`config.mk`:
```
export PLATFORM = sky130hd
export DESIGN_NAME = bus_arbiter
export DESIGN_NICKNAME = d
export VERILOG_FILES = /design/src/rtl/bus_arbiter_pkg.sv /design/src/rtl/bus_arbiter_arb_pick.sv /design/src/rtl/bus_arbiter.sv
export SDC_FILE = /design/constraint.sdc
export NUM_CORES = 1
export LEC_CHECK = 0
export BUFFER_PORTS_ARGS = -buffer_cell sky130_fd_sc_hd__buf_2
export CAP_MARGIN = 0
export CORE_AREA = 2 2 119 121
export CTS_CLUSTER_DIAMETER = 80
export DETAILED_ROUTE_END_ITERATION = 8
export DIE_AREA = 0 0 121 123
export GPL_ROUTABILITY_DRIVEN = 0
export PLACE_DENSITY_LB_ADDON = 0.08
export SYNTH_ARGS = -nofsm -noshare
export SYNTH_HDL_FRONTEND = slang
export SYNTH_SLANG_ARGS = --single-unit
export TNS_END_PERCENT = 20
```
`constraint.sdc`:
```
create_clock -name clk -period 3 [get_ports clk]
set_input_delay 0.3 -clock clk [delete_from_list [all_inputs] [get_ports clk]]
set_output_delay 0.3 -clock clk [all_outputs]
set_load 0.01 [all_outputs]
```
`src/rtl/bus_arbiter_pkg.sv`:
```
// Shared definitions for the two-master bus arbiter: owner encoding,
// bus widths and the bundled beat record used by the request muxes.
package bus_arbiter_pkg;

    localparam int ADDR_W     = 32;
    localparam int DATA_W     = 32;
    localparam int BE_W       = 4;
    localparam int LOCK_CNT_W = 8;
    localparam int NUM_M      = 2;

    // Which master currently holds the bus via lock.
    typedef enum logic [1:0] {
        OWN_NONE = 2'd0,
        OWN_M0   = 2'd1,
        OWN_M1   = 2'd2
    } owner_e;

    // One bus beat as presented by a master or driven to the bridge.
    typedef struct packed {
        logic [ADDR_W-1:0] addr;
        logic [DATA_W-1:0] wd;
        logic [BE_W-1:0]   byteen;
    } beat_t;

    // Map a master index (0 = CPU, 1 = DMA) to its owner code.
    function automatic owner_e owner_of(input logic id);
        return id ? OWN_M1 : OWN_M0;
    endfunction

endpackage

```
`src/rtl/bus_arbiter_arb_pick.sv`:
```
// Pure combinational winner select for bus_arbiter. Priority order:
// forced hand-over on lock break, then the requesting lock owner, then the
// tie policy (master other than last wins), then a lone requester.
// Fixed priority is obtained by the parent tying last_i high.
module bus_arbiter_arb_pick
    import bus_arbiter_pkg::*;
(
    input  logic [NUM_M-1:0] req_i,
    input  owner_e           lock_owner_i,
    input  logic             lock_break_i,
    input  logic             last_i,
    output logic [NUM_M-1:0] gnt_o
);

    logic owner_req;

    // Select exactly one winner (or none) from requests and lock state.
    always_comb begin
        // NOTE: every signal driven here gets a default first, so no path
        // leaves it unassigned and no latch is inferred.
        gnt_o     = '0;
        owner_req = 1'b0;

        if (lock_owner_i == OWN_M0) begin
            owner_req = req_i[0];
        end else if (lock_owner_i == OWN_M1) begin
            owner_req = req_i[1];
        end

        if (lock_break_i) begin
            // The waiting master takes the bus away from the owner.
            gnt_o = (lock_owner_i == OWN_M1) ? 2'b01 : 2'b10;
        end else if (owner_req) begin
            gnt_o = (lock_owner_i == OWN_M1) ? 2'b10 : 2'b01;
        end else if (&req_i) begin
            gnt_o = last_i ? 2'b01 : 2'b10;
        end else begin
            gnt_o = req_i;
        end
    end

endmodule

```
`src/rtl/bus_arbiter.sv`:
```
// Two-master arbiter in front of the system bridge. Master 0 is the CPU
// data port, master 1 the DMA/loader engine. One beat is granted per
// cycle, a master may hold the bus with lock for at most MAX_LOCK beats
// while the other is waiting, and read data returning one cycle later is
// steered back to the master that issued the read.
//
// Build option: define BUS_ARB_RR_EN for round-robin tie breaking;
// without it master 0 wins every tie (fixed priority).
module bus_arbiter
    import bus_arbiter_pkg::*;
#(
    parameter int unsigned MAX_LOCK = 8
) (
    input  logic              clk,
    input  logic              reset,

    input  logic              m0_req,
    input  logic              m0_lock,
    input  logic [ADDR_W-1:0] m0_addr,
    input  logic [DATA_W-1:0] m0_wd,
    input  logic [BE_W-1:0]   m0_byteen,
    output logic              m0_gnt,
    output logic              m0_rvalid,
    output logic [DATA_W-1:0] m0_rdata,

    input  logic              m1_req,
    input  logic              m1_lock,
    input  logic [ADDR_W-1:0] m1_addr,
    input  logic [DATA_W-1:0] m1_wd,
    input  logic [BE_W-1:0]   m1_byteen,
    output logic              m1_gnt,
    output logic              m1_rvalid,
    output logic [DATA_W-1:0] m1_rdata,

    output logic [ADDR_W-1:0] PrAddr,
    output logic [DATA_W-1:0] PrWD,
    output logic [BE_W-1:0]   byteen,
    input  logic [DATA_W-1:0] PrRD
);

    localparam logic [LOCK_CNT_W-1:0] MAX_LOCK_C = LOCK_CNT_W'(MAX_LOCK);

    // Lock ownership and the run length of locked beats under contention.
    owner_e                lock_owner_q, lock_owner_d;
    logic [LOCK_CNT_W-1:0] lock_cnt_q,   lock_cnt_d;

    // Outstanding read: set for the cycle after a granted read.
    logic                  rd_pend_q, rd_pend_d;
    logic                  rd_id_q,   rd_id_d;

    logic [NUM_M-1:0]      req;
    logic [NUM_M-1:0]      pick_gnt;
    logic [NUM_M-1:0]      gnt;
    logic                  gnt_any;
    logic                  gnt_id;
    logic                  gnt_lock;
    logic                  other_req;
    logic                  lock_break;
    logic                  last;
    logic [LOCK_CNT_W-1:0] cnt_base;

    beat_t                 m0_beat;
    beat_t                 m1_beat;
    beat_t                 bus_beat;

    assign req     = {m1_req, m0_req};
    assign m0_beat = '{addr: m0_addr, wd: m0_wd, byteen: m0_byteen};
    assign m1_beat = '{addr: m1_addr, wd: m1_wd, byteen: m1_byteen};

    // The owner has used up its budget while the other master waits.
    assign lock_break = (lock_owner_q != OWN_NONE) && (&req) &&
                        (lock_cnt_q == MAX_LOCK_C);

`ifdef BUS_ARB_RR_EN
    logic last_q;

    // Remember the most recent winner so the other master wins the next tie.
    always_ff @(posedge clk) begin
        if (reset) begin
            last_q <= 1'b1;
        end else if (gnt_any) begin
            last_q <= gnt_id;
        end
    end

    assign last = last_q;
`else
    // Pretending master 1 always went last makes master 0 win every tie.
    assign last = 1'b1;
`endif

    bus_arbiter_arb_pick arb_pick (
        .req_i        (req),
        .lock_owner_i (lock_owner_q),
        .lock_break_i (lock_break),
        .last_i       (last),
        .gnt_o        (pick_gnt)
    );

    // No beat is accepted while reset is held, whatever the masters request.
    assign gnt       = reset ? '0 : pick_gnt;
    assign gnt_any   = |gnt;
    assign gnt_id    = gnt[1];
    assign gnt_lock  = gnt_id ? m1_lock : m0_lock;
    assign other_req = gnt_id ? req[0] : req[1];

    assign m0_gnt = gnt[0];
    assign m1_gnt = gnt[1];

    // Next lock state and read-tracking state from this cycle's grant.
    always_comb begin
        lock_owner_d = OWN_NONE;
        lock_cnt_d   = '0;
        cnt_base     = '0;

        // A locked grant keeps (or takes) ownership unless it came from a
        // lock break; any other outcome releases the bus.
        if (gnt_any && gnt_lock && !lock_break) begin
            lock_owner_d = owner_of(gnt_id);
            // A new owner starts counting from zero.
            if (lock_owner_q == owner_of(gnt_id)) begin
                cnt_base = lock_cnt_q;
            end
            // Only beats taken while the other master waits count.
            if (other_req) begin
                lock_cnt_d = (cnt_base == MAX_LOCK_C) ? cnt_base
                                                      : cnt_base + LOCK_CNT_W'(1);
            end
        end

        rd_pend_d = gnt_any && (bus_beat.byteen == '0);
        rd_id_d   = gnt_id;
    end

    // State registers; reset also drops a read that is still in flight.
    always_ff @(posedge clk) begin
        // NOTE: non-blocking assignments make every flop sample the values
        // from before the edge, independent of statement order.
        if (reset) begin
            lock_owner_q <= OWN_NONE;
            lock_cnt_q   <= '0;
            rd_pend_q    <= 1'b0;
            rd_id_q      <= 1'b0;
        end else begin
            lock_owner_q <= lock_owner_d;
            lock_cnt_q   <= lock_cnt_d;
            rd_pend_q    <= rd_pend_d;
            rd_id_q      <= rd_id_d;
        end
    end

    // Drive the granted master's beat to the bridge; all zero when idle so
    // the bridge never sees a stray write.
    always_comb begin
        bus_beat = '0;
        if (gnt[0]) begin
            bus_beat = m0_beat;
        end else if (gnt[1]) begin
            bus_beat = m1_beat;
        end
    end

    assign PrAddr = bus_beat.addr;
    assign PrWD   = bus_beat.wd;
    assign byteen = bus_beat.byteen;

    // Return read data only to the master that issued the read; gating with
    // reset suppresses a completion that would land in the reset cycle.
    assign m0_rvalid = rd_pend_q && !rd_id_q && !reset;
    assign m1_rvalid = rd_pend_q &&  rd_id_q && !reset;
    assign m0_rdata  = m0_rvalid ? PrRD : '0;
    assign m1_rdata  = m1_rvalid ? PrRD : '0;

endmodule

```
==> summary.txt <==
Clock Pin Slew Worst Setup and Hold Paths -> 50 ps
Vias per cell -> 4.27
Synth Area in Compound Gates -> 41.3%
Mapped Area -> 1910 sq um
Highest metal used -> met4
Layout cells sized above 1 -> 61.7%
Slowest CP cell -> nor4b_4
Sw Ratio -> 31.1%
Max Freq -> 364 MHz
Outcome -> completed
Leak -> 2.17 nW
WS Path Type -> reg2out
Pin count of the biggest net entering global routing -> 50
Hold Violations, Final -> 0
Layout filler cell count -> 1,521
Area Overhead vs Synth -> 93.6%
Worst setup SP type -> register
Synth Area in Simple Gates -> 34.3%
CP arrival -> 2450 ps
Via count -> 3,043
Setup_tns -> 0 ps
HP Class -> in2reg
Congestion Overflow GR -> 0
Metal-1 WL -> 4020 um
Seq/Total Area, Yosys -> 12.6%
Initial Util -> 14.0%
Final setup vio count -> 0
Total power -> 0.000809 W
Hold Path Stages -> 2
Post-Synth XOR/XNOR Area -> 2.30%
Die ar. -> 14,900 sq um
CTS tree -> built
Longest Clk Path Bufs -> 2
Worst-path fanout max -> 39
Logic pwr share -> 45.8%
Register-to-Register Path Depth -> 10
Hpwl dp -> 9860 um
RSZ-0062 raised after global routing -> false
Die height -> 123 um
CTS H-tree depth -> 1
Fin Clk Skew -> 0.957 ps
Final core occ -> 27.1%
GRT Overall Usage -> 13.3%
Ports -> 310
Synth Warn # -> 0
Vias in the first global route -> 2,747
VDD IR-drop max -> 0.111 mV
Initial antenna violation count -> 1
First drt pass iteration count -> 4
DP Area -> 3600 sq um
Commonest non-fill, non-tap cell in the layout -> buf_2
Slew @ Worst Pin -> 886 ps
Final net count -> 708
Hold buffers post-CTS -> 0
First-pass GRT wire length -> 15,200 um
Clk root buf -> clkbuf_16
Largest family of logic cells by synthesized area -> compound AO/OA/AOI/OAI gates
Std-Cell Rows -> 43
Core footprint -> 13,600 sq um
Most frequent cells in the layout -> 309 x buf_2, 68 x a22o_1, 64 x and2_1, 12 x dfxtp_1
Adder-Cell Fraction of Synth Area -> 0.657%
Mux cell area share after synthesis -> 0%
IO Port Bufs -> 309
Drt drc -> 0
Sequential power share -> 20.6%
CTS sink count -> 12
Wirelength, routed -> 11,500 um
Antenna viol nets, final -> 0
CP cell instances -> nor4b_4, a211oi_1, nor4b_4, buf_4, a22o_1, buf_2
Cell variety after synth -> 46
Initial DRC count -> 90
Number of buffers created by CTS -> 3
Cells after Synth -> 235
Wire per inst -> 16.1 um
Clk_lat worst skew -> 240 ps
Crit end category -> output port
# Max-Cap Violations -> 0
Postcts setup bufs -> 0
Die width -> 121 um
Detail Route met3 WL -> 1060 um
Int Pwr -> 0.000557 W
Synth Register Bits -> 12
Syn nets -> 410
Sw power -> 0.000251 W
Slew margin rel. -> 40.9%
CP max stage delay -> 550 ps
Max-slew violation count -> 0
PwrDens -> 219 nW/um^2
CTS resizes -> 0
Final period utilization -> 91.7%
Clock period minus worst slack -> 2750 ps
DR WL met2 -> 6310 um
Clock power frac -> 33.7%
Cell area after layout -> 3690 sq um
Post-Syn Area per Cell -> 8.11 sq um
Critical Path RT -> 2700 ps
Most common cell on crit path -> nor4b_4
[kinds of logic (layout without fill, tap and decap cells)]
| group | Yosys count | in the layout |
|---|---|---|
| compound gates | 93 | 93 |
| xor+xnor | 5 | 5 |
| fa+ha+maj | 1 | 1 |
| simple gates | 96 | 96 |
| buf+inv | 28 | 325 |
| flops | 12 | 12 |
| other cells | 0 | 1 |
[cells in the mapped netlist (all sizes together)]
| master | n | area share [%] |
|---|---|---|
| o211ai | 1 | 0.39 |
| clkbuf | 13 | 2.6 |
| a211o | 1 | 0.53 |
| nor4b | 2 | 2.5 |
| a21boi | 2 | 0.79 |
| o22ai | 1 | 0.33 |
| nor2 | 5 | 0.99 |
| a22o | 68 | 31 |
| xor2 | 2 | 0.92 |
| a221oi | 1 | 0.46 |
| nand2 | 1 | 0.20 |
| nand4 | 2 | 0.66 |
| a31oi | 2 | 0.66 |
| nand4b | 1 | 0.46 |
| o211a | 1 | 0.53 |
| inv | 5 | 0.99 |
| o31a | 2 | 0.92 |
| buf | 10 | 5.3 |
| or2b | 1 | 0.39 |
| o21ai | 2 | 0.53 |
| a311oi | 1 | 0.46 |
| or4b | 1 | 0.53 |
| nand3 | 4 | 1.1 |
| ha | 1 | 0.66 |
| or3 | 1 | 0.33 |
| and2 | 64 | 21 |
| dfxtp | 12 | 13 |
| a21oi | 1 | 0.46 |
| o21bai | 1 | 0.39 |
| nor3b | 2 | 0.79 |
| a32oi | 1 | 0.46 |
| or4 | 2 | 0.79 |
| nor2b | 2 | 0.66 |
| a22oi | 1 | 0.39 |
| a211oi | 6 | 2.4 |
| xnor2 | 3 | 1.4 |
| o31ai | 1 | 0.39 |
| and3 | 2 | 0.72 |
| nor4 | 1 | 1.1 |
| and3b | 1 | 0.46 |
| nand4bb | 1 | 0.59 |
| nand3b | 1 | 0.39 |
| nand2b | 2 | 0.66 |
[routing by layer]
| layer | up-vias | GRT usage, % |
|---|---|---|
| met5 | - | 0 |
| met4 | 0 | 2.47 |
| met3 | 4 | 2.49 |
| met2 | 188 | 27.1 |
| met1 | 1361 | 14.1 |
| li1 | 1490 | - |
[flip-flops by register name (all words and copies together) (netlist names)]
signal and flops:
lock_cnt_q 8, lock_owner_q 2, rd_id_q 1, rd_pend_q 1
[worst paths after layout]
path	from	to	slack, ps
worst max-delay path	lock_cnt_q[0]	PrAddr[23]	250
worst min-delay path	m1_lock	lock_owner_q[1]	320
worst max register to register	lock_cnt_q[0]	lock_cnt_q[6]	690
worst min register to register	lock_cnt_q[7]	lock_cnt_q[7]	610
[power groups by stage]
stage                     combinational, W  sequential [W]  clock [W]
final                             0.000370        0.000166   0.000272
after global routing              0.000404        0.000167   0.000286
after CTS                         0.000375        0.000166   0.000277
after detailed placement          0.000373        0.000169          0
after global placement            0.000374        0.000169          0
after floorplan                   0.000162        0.000168          0
[critical path, delay by kind of cell, from the launching register on]
family	cells	cell delay [ps]
buf+inv	2	560
compound gates	2	470
flops	1	360
simple gates	2	820
[cell type report]
cell class              count  area [sq um]  share of cell area [%]
diodes                      1          2.50                  0.0678
clock buffers               4          88.8                    2.41
inverters                   5          18.8                   0.509
multi-input cells         195          1500                    40.7
flip-flops and latches     12           240                    6.51
well taps                 180           225                    6.10
repair buffers            316          1610                    43.7
[stage by stage]
step | setup WS (ps) | hold slack (ps) | std cells
6_report | 250 | 318 | 713
5_1_grt | 45.7 | 319 | 713
4_1_cts | 219 | 321 | 712
3_5_place_dp | 490 | 564 | 708
3_3_place_gp | 501 | 569 | 708
2_1_floorplan | 836 | 440 | 235
(Power assumes the default switching activity.)
